**src/rtl/instr_writer_if.sv**
```systemverilog
// Instruction-writer bus: instruction handshake in, byte-wide memory write port out.
interface instr_writer_if #(
  parameter int ADDR_W = 10
);
  logic              addr_load;
  logic [ADDR_W-1:0] start_addr;
  logic              in_valid;
  logic              in_ready;
  logic [3:0]        icode;
  logic [3:0]        ifun;
  logic [3:0]        rA;
  logic [3:0]        rB;
  logic [63:0]       valC;
  logic              mem_we;
  logic [ADDR_W-1:0] mem_addr;
  logic [7:0]        mem_wdata;
  logic [ADDR_W-1:0] next_addr;
  logic              busy;
  logic              done;
  logic              err;

  modport master (
    output addr_load, start_addr, in_valid, icode, ifun, rA, rB, valC,
    input  in_ready, mem_we, mem_addr, mem_wdata, next_addr, busy, done, err
  );

  modport slave (
    input  addr_load, start_addr, in_valid, icode, ifun, rA, rB, valC,
    output in_ready, mem_we, mem_addr, mem_wdata, next_addr, busy, done, err
  );
endinterface

```
**src/rtl/instr_writer.sv**
```systemverilog
// Serialises one Y86-style instruction into instruction memory, one byte per
// cycle, starting at the write pointer. Oversized or invalid instructions are
// rejected without touching memory.
module instr_writer #(
  parameter int ADDR_W    = 10,
  parameter int MEM_BYTES = 1024
) (
  input logic           clk,
  input logic           rst_n,
  instr_writer_if.slave bus
);

  typedef enum logic {IDLE, EMIT} state_t;

  localparam logic [31:0]       MEM_LIMIT = MEM_BYTES;
  localparam logic [ADDR_W-1:0] LAST_ADDR = ADDR_W'(MEM_BYTES - 1);

  state_t            state;
  logic [ADDR_W-1:0] ptr;
  logic [79:0]       shreg;   // remaining bytes, next one in [7:0]
  logic [3:0]        remain;  // bytes still to write after the current one
  logic              done_q;
  logic              err_q;

  logic [3:0]        len;
  logic [79:0]       packed_bytes;
  logic [31:0]       span;
  logic              reject;
  logic [ADDR_W-1:0] ptr_inc;

  // Encode the incoming instruction: length and little-endian byte image.
  // NOTE: every always_comb output gets a default first so no path infers a latch.
  always_comb begin
    len          = 4'd1;
    packed_bytes = {72'h0, bus.icode, bus.ifun};
    case (bus.icode)
      4'h2, 4'h6, 4'hA, 4'hB: begin
        len          = 4'd2;
        packed_bytes = {64'h0, bus.rA, bus.rB, bus.icode, bus.ifun};
      end
      4'h7, 4'h8: begin
        len          = 4'd9;
        packed_bytes = {8'h0, bus.valC, bus.icode, bus.ifun};
      end
      4'h3, 4'h4, 4'h5: begin
        len          = 4'd10;
        packed_bytes = {bus.valC, bus.rA, bus.rB, bus.icode, bus.ifun};
      end
      default: ;
    endcase
    span    = 32'(ptr) + 32'(len);
    reject  = (bus.icode > 4'hB) || (span > MEM_LIMIT);
    ptr_inc = (ptr == LAST_ADDR) ? '0 : ptr + ADDR_W'(1);
  end

  // Control FSM and datapath: accept, reject or emit one byte per cycle.
  // NOTE: sequential state uses non-blocking assignments so all registers update together.
  always_ff @(posedge clk or negedge rst_n) begin
    if (!rst_n) begin
      state  <= IDLE;
      ptr    <= '0;
      shreg  <= '0;
      remain <= '0;
      done_q <= 1'b0;
      err_q  <= 1'b0;
    end else begin
      done_q <= 1'b0;
      err_q  <= 1'b0;
      case (state)
        IDLE: begin
          if (bus.addr_load) begin
            ptr <= bus.start_addr;
          end else if (bus.in_valid) begin
            if (reject) begin
              err_q <= 1'b1;
            end else begin
              shreg  <= packed_bytes;
              remain <= len - 4'd1;
              state  <= EMIT;
            end
          end
        end
        EMIT: begin
          ptr   <= ptr_inc;
          shreg <= {8'h00, shreg[79:8]};
          if (remain == 4'd0) begin
            state  <= IDLE;
            done_q <= 1'b1;
          end else begin
            remain <= remain - 4'd1;
          end
        end
        default: state <= IDLE;
      endcase
    end
  end

  assign bus.in_ready  = (state == IDLE) && !bus.addr_load;
  assign bus.mem_we    = (state == EMIT);
  assign bus.busy      = (state == EMIT);
  assign bus.mem_addr  = ptr;
  assign bus.next_addr = ptr;
  assign bus.mem_wdata = shreg[7:0];
  assign bus.done      = done_q;
  assign bus.err       = err_q;

endmodule

```
**src/flat_wrapper.sv**
```systemverilog
// flat-port wrapper written by rule: the top's interface ports become plain ports
module instr_writer_flat 
#(
  parameter int ADDR_W    = 10,
  parameter int MEM_BYTES = 1024
)
  (clk, rst_n, bus_addr_load, bus_start_addr, bus_in_valid, bus_icode, bus_ifun, bus_rA, bus_rB, bus_valC, bus_in_ready, bus_mem_we, bus_mem_addr, bus_mem_wdata, bus_next_addr, bus_busy, bus_done, bus_err);
  instr_writer_if #(.ADDR_W(ADDR_W)) bus_i ();
  input logic clk;
  input logic rst_n;
  input wire logic [$bits(bus_i.addr_load)-1:0] bus_addr_load;
  input wire logic [$bits(bus_i.start_addr)-1:0] bus_start_addr;
  input wire logic [$bits(bus_i.in_valid)-1:0] bus_in_valid;
  input wire logic [$bits(bus_i.icode)-1:0] bus_icode;
  input wire logic [$bits(bus_i.ifun)-1:0] bus_ifun;
  input wire logic [$bits(bus_i.rA)-1:0] bus_rA;
  input wire logic [$bits(bus_i.rB)-1:0] bus_rB;
  input wire logic [$bits(bus_i.valC)-1:0] bus_valC;
  output wire logic [$bits(bus_i.in_ready)-1:0] bus_in_ready;
  output wire logic [$bits(bus_i.mem_we)-1:0] bus_mem_we;
  output wire logic [$bits(bus_i.mem_addr)-1:0] bus_mem_addr;
  output wire logic [$bits(bus_i.mem_wdata)-1:0] bus_mem_wdata;
  output wire logic [$bits(bus_i.next_addr)-1:0] bus_next_addr;
  output wire logic [$bits(bus_i.busy)-1:0] bus_busy;
  output wire logic [$bits(bus_i.done)-1:0] bus_done;
  output wire logic [$bits(bus_i.err)-1:0] bus_err;
  assign bus_i.addr_load = bus_addr_load;
  assign bus_i.start_addr = bus_start_addr;
  assign bus_i.in_valid = bus_in_valid;
  assign bus_i.icode = bus_icode;
  assign bus_i.ifun = bus_ifun;
  assign bus_i.rA = bus_rA;
  assign bus_i.rB = bus_rB;
  assign bus_i.valC = bus_valC;
  assign bus_in_ready = bus_i.in_ready;
  assign bus_mem_we = bus_i.mem_we;
  assign bus_mem_addr = bus_i.mem_addr;
  assign bus_mem_wdata = bus_i.mem_wdata;
  assign bus_next_addr = bus_i.next_addr;
  assign bus_busy = bus_i.busy;
  assign bus_done = bus_i.done;
  assign bus_err = bus_i.err;
  instr_writer #(.ADDR_W(ADDR_W), .MEM_BYTES(MEM_BYTES)) u_core (.clk(clk), .rst_n(rst_n), .bus(bus_i));
endmodule
```
**config.mk**
```make
export PLATFORM = sky130hd
export DESIGN_NAME = instr_writer_flat
export DESIGN_NICKNAME = d
export VERILOG_FILES = /design/src/rtl/instr_writer_if.sv /design/src/rtl/instr_writer.sv /design/src/flat_wrapper.sv
export SDC_FILE = /design/constraint.sdc
export NUM_CORES = 1
export LEC_CHECK = 0
export BUFFER_PORTS_ARGS = -buffer_cell sky130_fd_sc_hd__buf_4
export CORE_AREA = 2 2 114 161
export DETAILED_ROUTE_END_ITERATION = 10
export DIE_AREA = 0 0 116 163
export GPL_TIMING_DRIVEN = 1
export PLACE_DENSITY = 0.63
export RECOVER_POWER = 100
export SYNTH_ARGS = -nofsm -noshare
export SYNTH_HDL_FRONTEND = slang
export SYNTH_SLANG_ARGS = --single-unit
```
**constraint.sdc**
```tcl
create_clock -name clk -period 3.8 [get_ports clk]
set_clock_uncertainty 0.05 [all_clocks]
set_input_delay 0.38 -clock clk [delete_from_list [all_inputs] [get_ports clk]]
set_output_delay 0.38 -clock clk [all_outputs]
set_load 0.005 [all_outputs]
```
==> impl_metrics.py <==
metrics = {
    "cells_and_area": {
        "antenna_cells": 0,
        "syn_to_final_growth_pct": 18.1,
        "multi_input_gate_area_um2": 3210,
        "regArea_um2": 2430,
        "fin_nets": 835,
        "fillers": 1823,
        "post_layout_nonfiller_instances": 980,
        "finalInstanceArea_um2": 7310,
        "final_layout_size_suffix_gt1_share_pct": 27.3,
    },
    "synthesis": {
        "synth-seq-area-share_pct": 39.2,
        "post_synthesis_simple_gate_area_fraction_pct": 15.3,
        "synth_compound_area_share_pct": 32.2,
        "synth_async_sr_flop_share_pct": 100,
        "synthXorXnorAreaFrac_pct": 0.990,
        "synth_fp_nets": 779,
        "synth_cell_types": 47,
        "synth-adder-area-share_pct": 1.33,
        "post_synth_mux_area_share_pct": 1.80,
        "synth_enable_flop_cells": 0,
        "combinational_family_with_the_most_area_after_synthesis": "compound AO/OA/AOI/OAI gates",
        "synth_warnings": 0,
        "post_synth_inst_count": 679,
        "synthesis.area_per_instance_um2": 9.12,
        "yosys_register_bits": 97,
        "synth_flop_cell": "sky130_fd_sc_hd__dfrtp_1",
        "mappedNetlistArea_um2": 6190,
    },
    "critical_path": {
        "r2r_start": "u_core.bus.busy",
        "timing_worst_setup_path_type": "flop to flop",
        "critical_path.startpoint": "u_core.bus.busy",
        "r2r_cells": 3,
        "critical_path_peak_fanout": 53,
        "cp-start-kind": "flop",
        "endpoint_kind": "flop",
        "critPathRequiredTime_ns": 3.95,
        "cp.arrival_ns": 3.20,
    },
    "timing": {
        "final_hold_viol_count": 0,
        "finalSetupViolations": 0,
        "max_freq_ghz": 0.329,
        "period_share_pct": 80.1,
        "fin_hold_ws_ns": 0.227,
        "final.min_clock_period_ns": 3.04,
        "setup_tns_ns": 0,
        "tightestPinTransition_ns": 2.23,
        "drv_slew": 89,
        "grt_setup_unrepaired": "false",
        "slew_headroom_pct": -48.6,
    },
    "outcome": {
        "failed_checks": "capacitance limit, slew limit",
        "status": "complete, but fails checks",
    },
    "clock_network": {
        "cts.repair_timing.setup_buffer_count": 0,
        "clock_sinks": 97,
        "worst_skew_pair.late_latency_ns": 0.36,
        "post_cts_resized": 0,
        "clock_tree.buffer_depth": 2,
        "cts_tree": "yes",
        "cts_hold_buffers": 1,
        "clkTransAtPathRegs_ns": 0.07,
        "numCtsBuffers": 9,
        "cts.root.buffer_cell": "sky130_fd_sc_hd__clkbuf_16",
        "htree_num_levels": 3,
    },
    "route": {
        "avgViaCountPerCell": 5.72,
        "ant_nets": 0,
        "routed_wirelength_um": 18200,
        "vias": 5604,
        "route.detailed.drc": 0,
        "drtIter0Drc": 370,
        "drt-pass1-iter-count": 4,
        "wl_per_cell_um": 18.6,
    },
    "power": {
        "power_density_nw_per_um2": 595,
        "vdd.ir_drop.worst_v": 0.000379,
        "power.static_leakage_nw": 3.15,
        "fin_total_pwr_mw": 4.35,
    },
    "placement": {
        "place.gp.congestion": 0.802,
        "post_dp_cell_area_um2": 7050,
        "place_inst": 963,
        "port-buffer-count": 126,
        "place.detailed.hpwl_um": 11700,
    },
    "global_routing": {
        "grt_util_met1_pct": 26.7,
        "grt.busiest_layer": "met2",
        "grtUsageMet3_pct": 2.79,
        "number_of_global_route_vias_before_repair": 5424,
        "grt_use_met2_pct": 31.0,
        "grt.overflow.total": 0,
        "largest_net_degree_at_the_start_of_global_routing": 112,
        "global_route_wire_length_before_repair_um": 29200,
        "grt.total_usage_pct": 19.4,
        "antenna_violations_before_repair": 0,
    },
    "die": {
        "overall_die_area_um2": 18900,
        "die-height_um": 163,
        "floorplan.die.width_um": 116,
        "placeableCoreArea_um2": 17600,
        "num_io_pins": 127,
        "initial_core_utilization_pct": 35.3,
        "fp_rows": 58,
    },
    "worst_hold_path": {
        "hold_class": "input port to flop",
        "holdPathStages": 3,
        "min_from": "bus_in_valid",
    },
    "job": {
        "max_cap_viol_count": 2,
    },
}
[state kept, by name, summed over array words and instances, names as in the netlist]
register and count:
u_core.shreg 80, u_core.bus.done 1, u_core.bus.busy 1, u_core.bus.mem_addr 10, u_core.bus.err 1, u_core.remain 4
[placed cells by master, fill, tap and decap left out, types with 17 or more instances in the layout]
cell / n
sky130_fd_sc_hd__a22o_1: 64
sky130_fd_sc_hd__a21oi_1: 80
sky130_fd_sc_hd__buf_4: 98
sky130_fd_sc_hd__clkbuf_4: 29
sky130_fd_sc_hd__o31ai_2: 48
sky130_fd_sc_hd__dfrtp_1: 97
sky130_fd_sc_hd__o21ai_0: 17
sky130_fd_sc_hd__o31ai_1: 17
sky130_fd_sc_hd__nor3_1: 68
sky130_fd_sc_hd__nand2_1: 75
[worst paths after layout]
check,slack [ns],endpoint
max,0.76,u_core.remain[1]
min,0.23,u_core.bus.err
max reg2reg,0.76,u_core.remain[1]
min reg2reg,0.43,u_core.shreg[32]
max in group asynchronous,1.25,u_core.shreg[21]
min in group asynchronous,1.17,u_core.bus.mem_addr[6]
[synth_stat cells (6+ instances only)]
| master | n | share of area, % |
|---|---|---|
| sky130_fd_sc_hd__buf_2 | 18 | 1.5 |
| sky130_fd_sc_hd__a22o_1 | 64 | 9.1 |
| sky130_fd_sc_hd__nor2_1 | 15 | 0.91 |
| sky130_fd_sc_hd__nor3_1 | 68 | 5.5 |
| sky130_fd_sc_hd__o31ai_1 | 16 | 1.9 |
| sky130_fd_sc_hd__o31ai_2 | 49 | 9.9 |
| sky130_fd_sc_hd__dfrtp_1 | 97 | 39 |
| sky130_fd_sc_hd__nand4_1 | 10 | 1.0 |
| sky130_fd_sc_hd__nand3_1 | 14 | 1.1 |
| sky130_fd_sc_hd__nand2_1 | 76 | 4.6 |
| sky130_fd_sc_hd__o21ai_0 | 15 | 1.2 |
| sky130_fd_sc_hd__inv_1 | 6 | 0.36 |
| sky130_fd_sc_hd__o21ai_1 | 11 | 0.89 |
| sky130_fd_sc_hd__a21oi_1 | 82 | 6.6 |
| sky130_fd_sc_hd__clkbuf_1 | 36 | 2.2 |
| sky130_fd_sc_hd__mux2i_1 | 10 | 1.6 |
| sky130_fd_sc_hd__buf_4 | 27 | 3.3 |
| sky130_fd_sc_hd__a31oi_1 | 10 | 1.0 |
[area by class of cell]
cell class              count  area share [%]
clock buffers               9            3.08
multi-input cells         483            43.9
flip-flops and latches     97            33.2
well taps                 240            4.11
repair buffers            137            14.5
clock inverters             7           0.787
inverters                   7           0.359
[worst max-delay path, cell delays in order (launching register included)]
cell	delay, ns
sky130_fd_sc_hd__dfrtp_1	1.57
sky130_fd_sc_hd__inv_1	0.83
sky130_fd_sc_hd__o21ai_0	0.31
sky130_fd_sc_hd__a211oi_1	0.10
[where the power goes]
part / total, mW / leakage (nW) / switching (mW) / internal, mW
clock network: 0.904 / 0.141 / 0.448 / 0.456
registers: 1.77 / 1.26 / 0.370 / 1.40
logic: 1.67 / 1.74 / 0.872 / 0.801
total: 4.35 / 3.15 / 1.69 / 2.66
[kinds of logic after synthesis]
family                     Yosys count
DFF                                 97
muxes                               11
and+or+nand+nor                    201
xor gates and xnor gates             7
AOI/OAI and AO/OA                  258
adders and majority gates            6
buffers and inverters               99
[routing by layer]
| layer | routed length [µm] | share of wire (%) | vias up |
|---|---|---|---|
| met4 | 439 | 2.4 | 0 |
| li1 | - | - | 2627 |
| met2 | 9010 | 49 | 186 |
| met3 | 852 | 4.7 | 29 |
| met1 | 7900 | 43 | 2762 |
| met5 | 0 | 0 | - |
[through the flow]
| stage | setup WS (ns) | util [%] |
|---|---|---|
| after floorplan | 0.752 | - |
| after global placement | 0.623 | 40.1 |
| after detailed placement | 0.540 | 40.1 |
| after CTS | 0.902 | 41.8 |
| after global routing | 0.399 | 41.6 |
| final | 0.756 | 41.6 |
(Power assumes the default switching activity.)
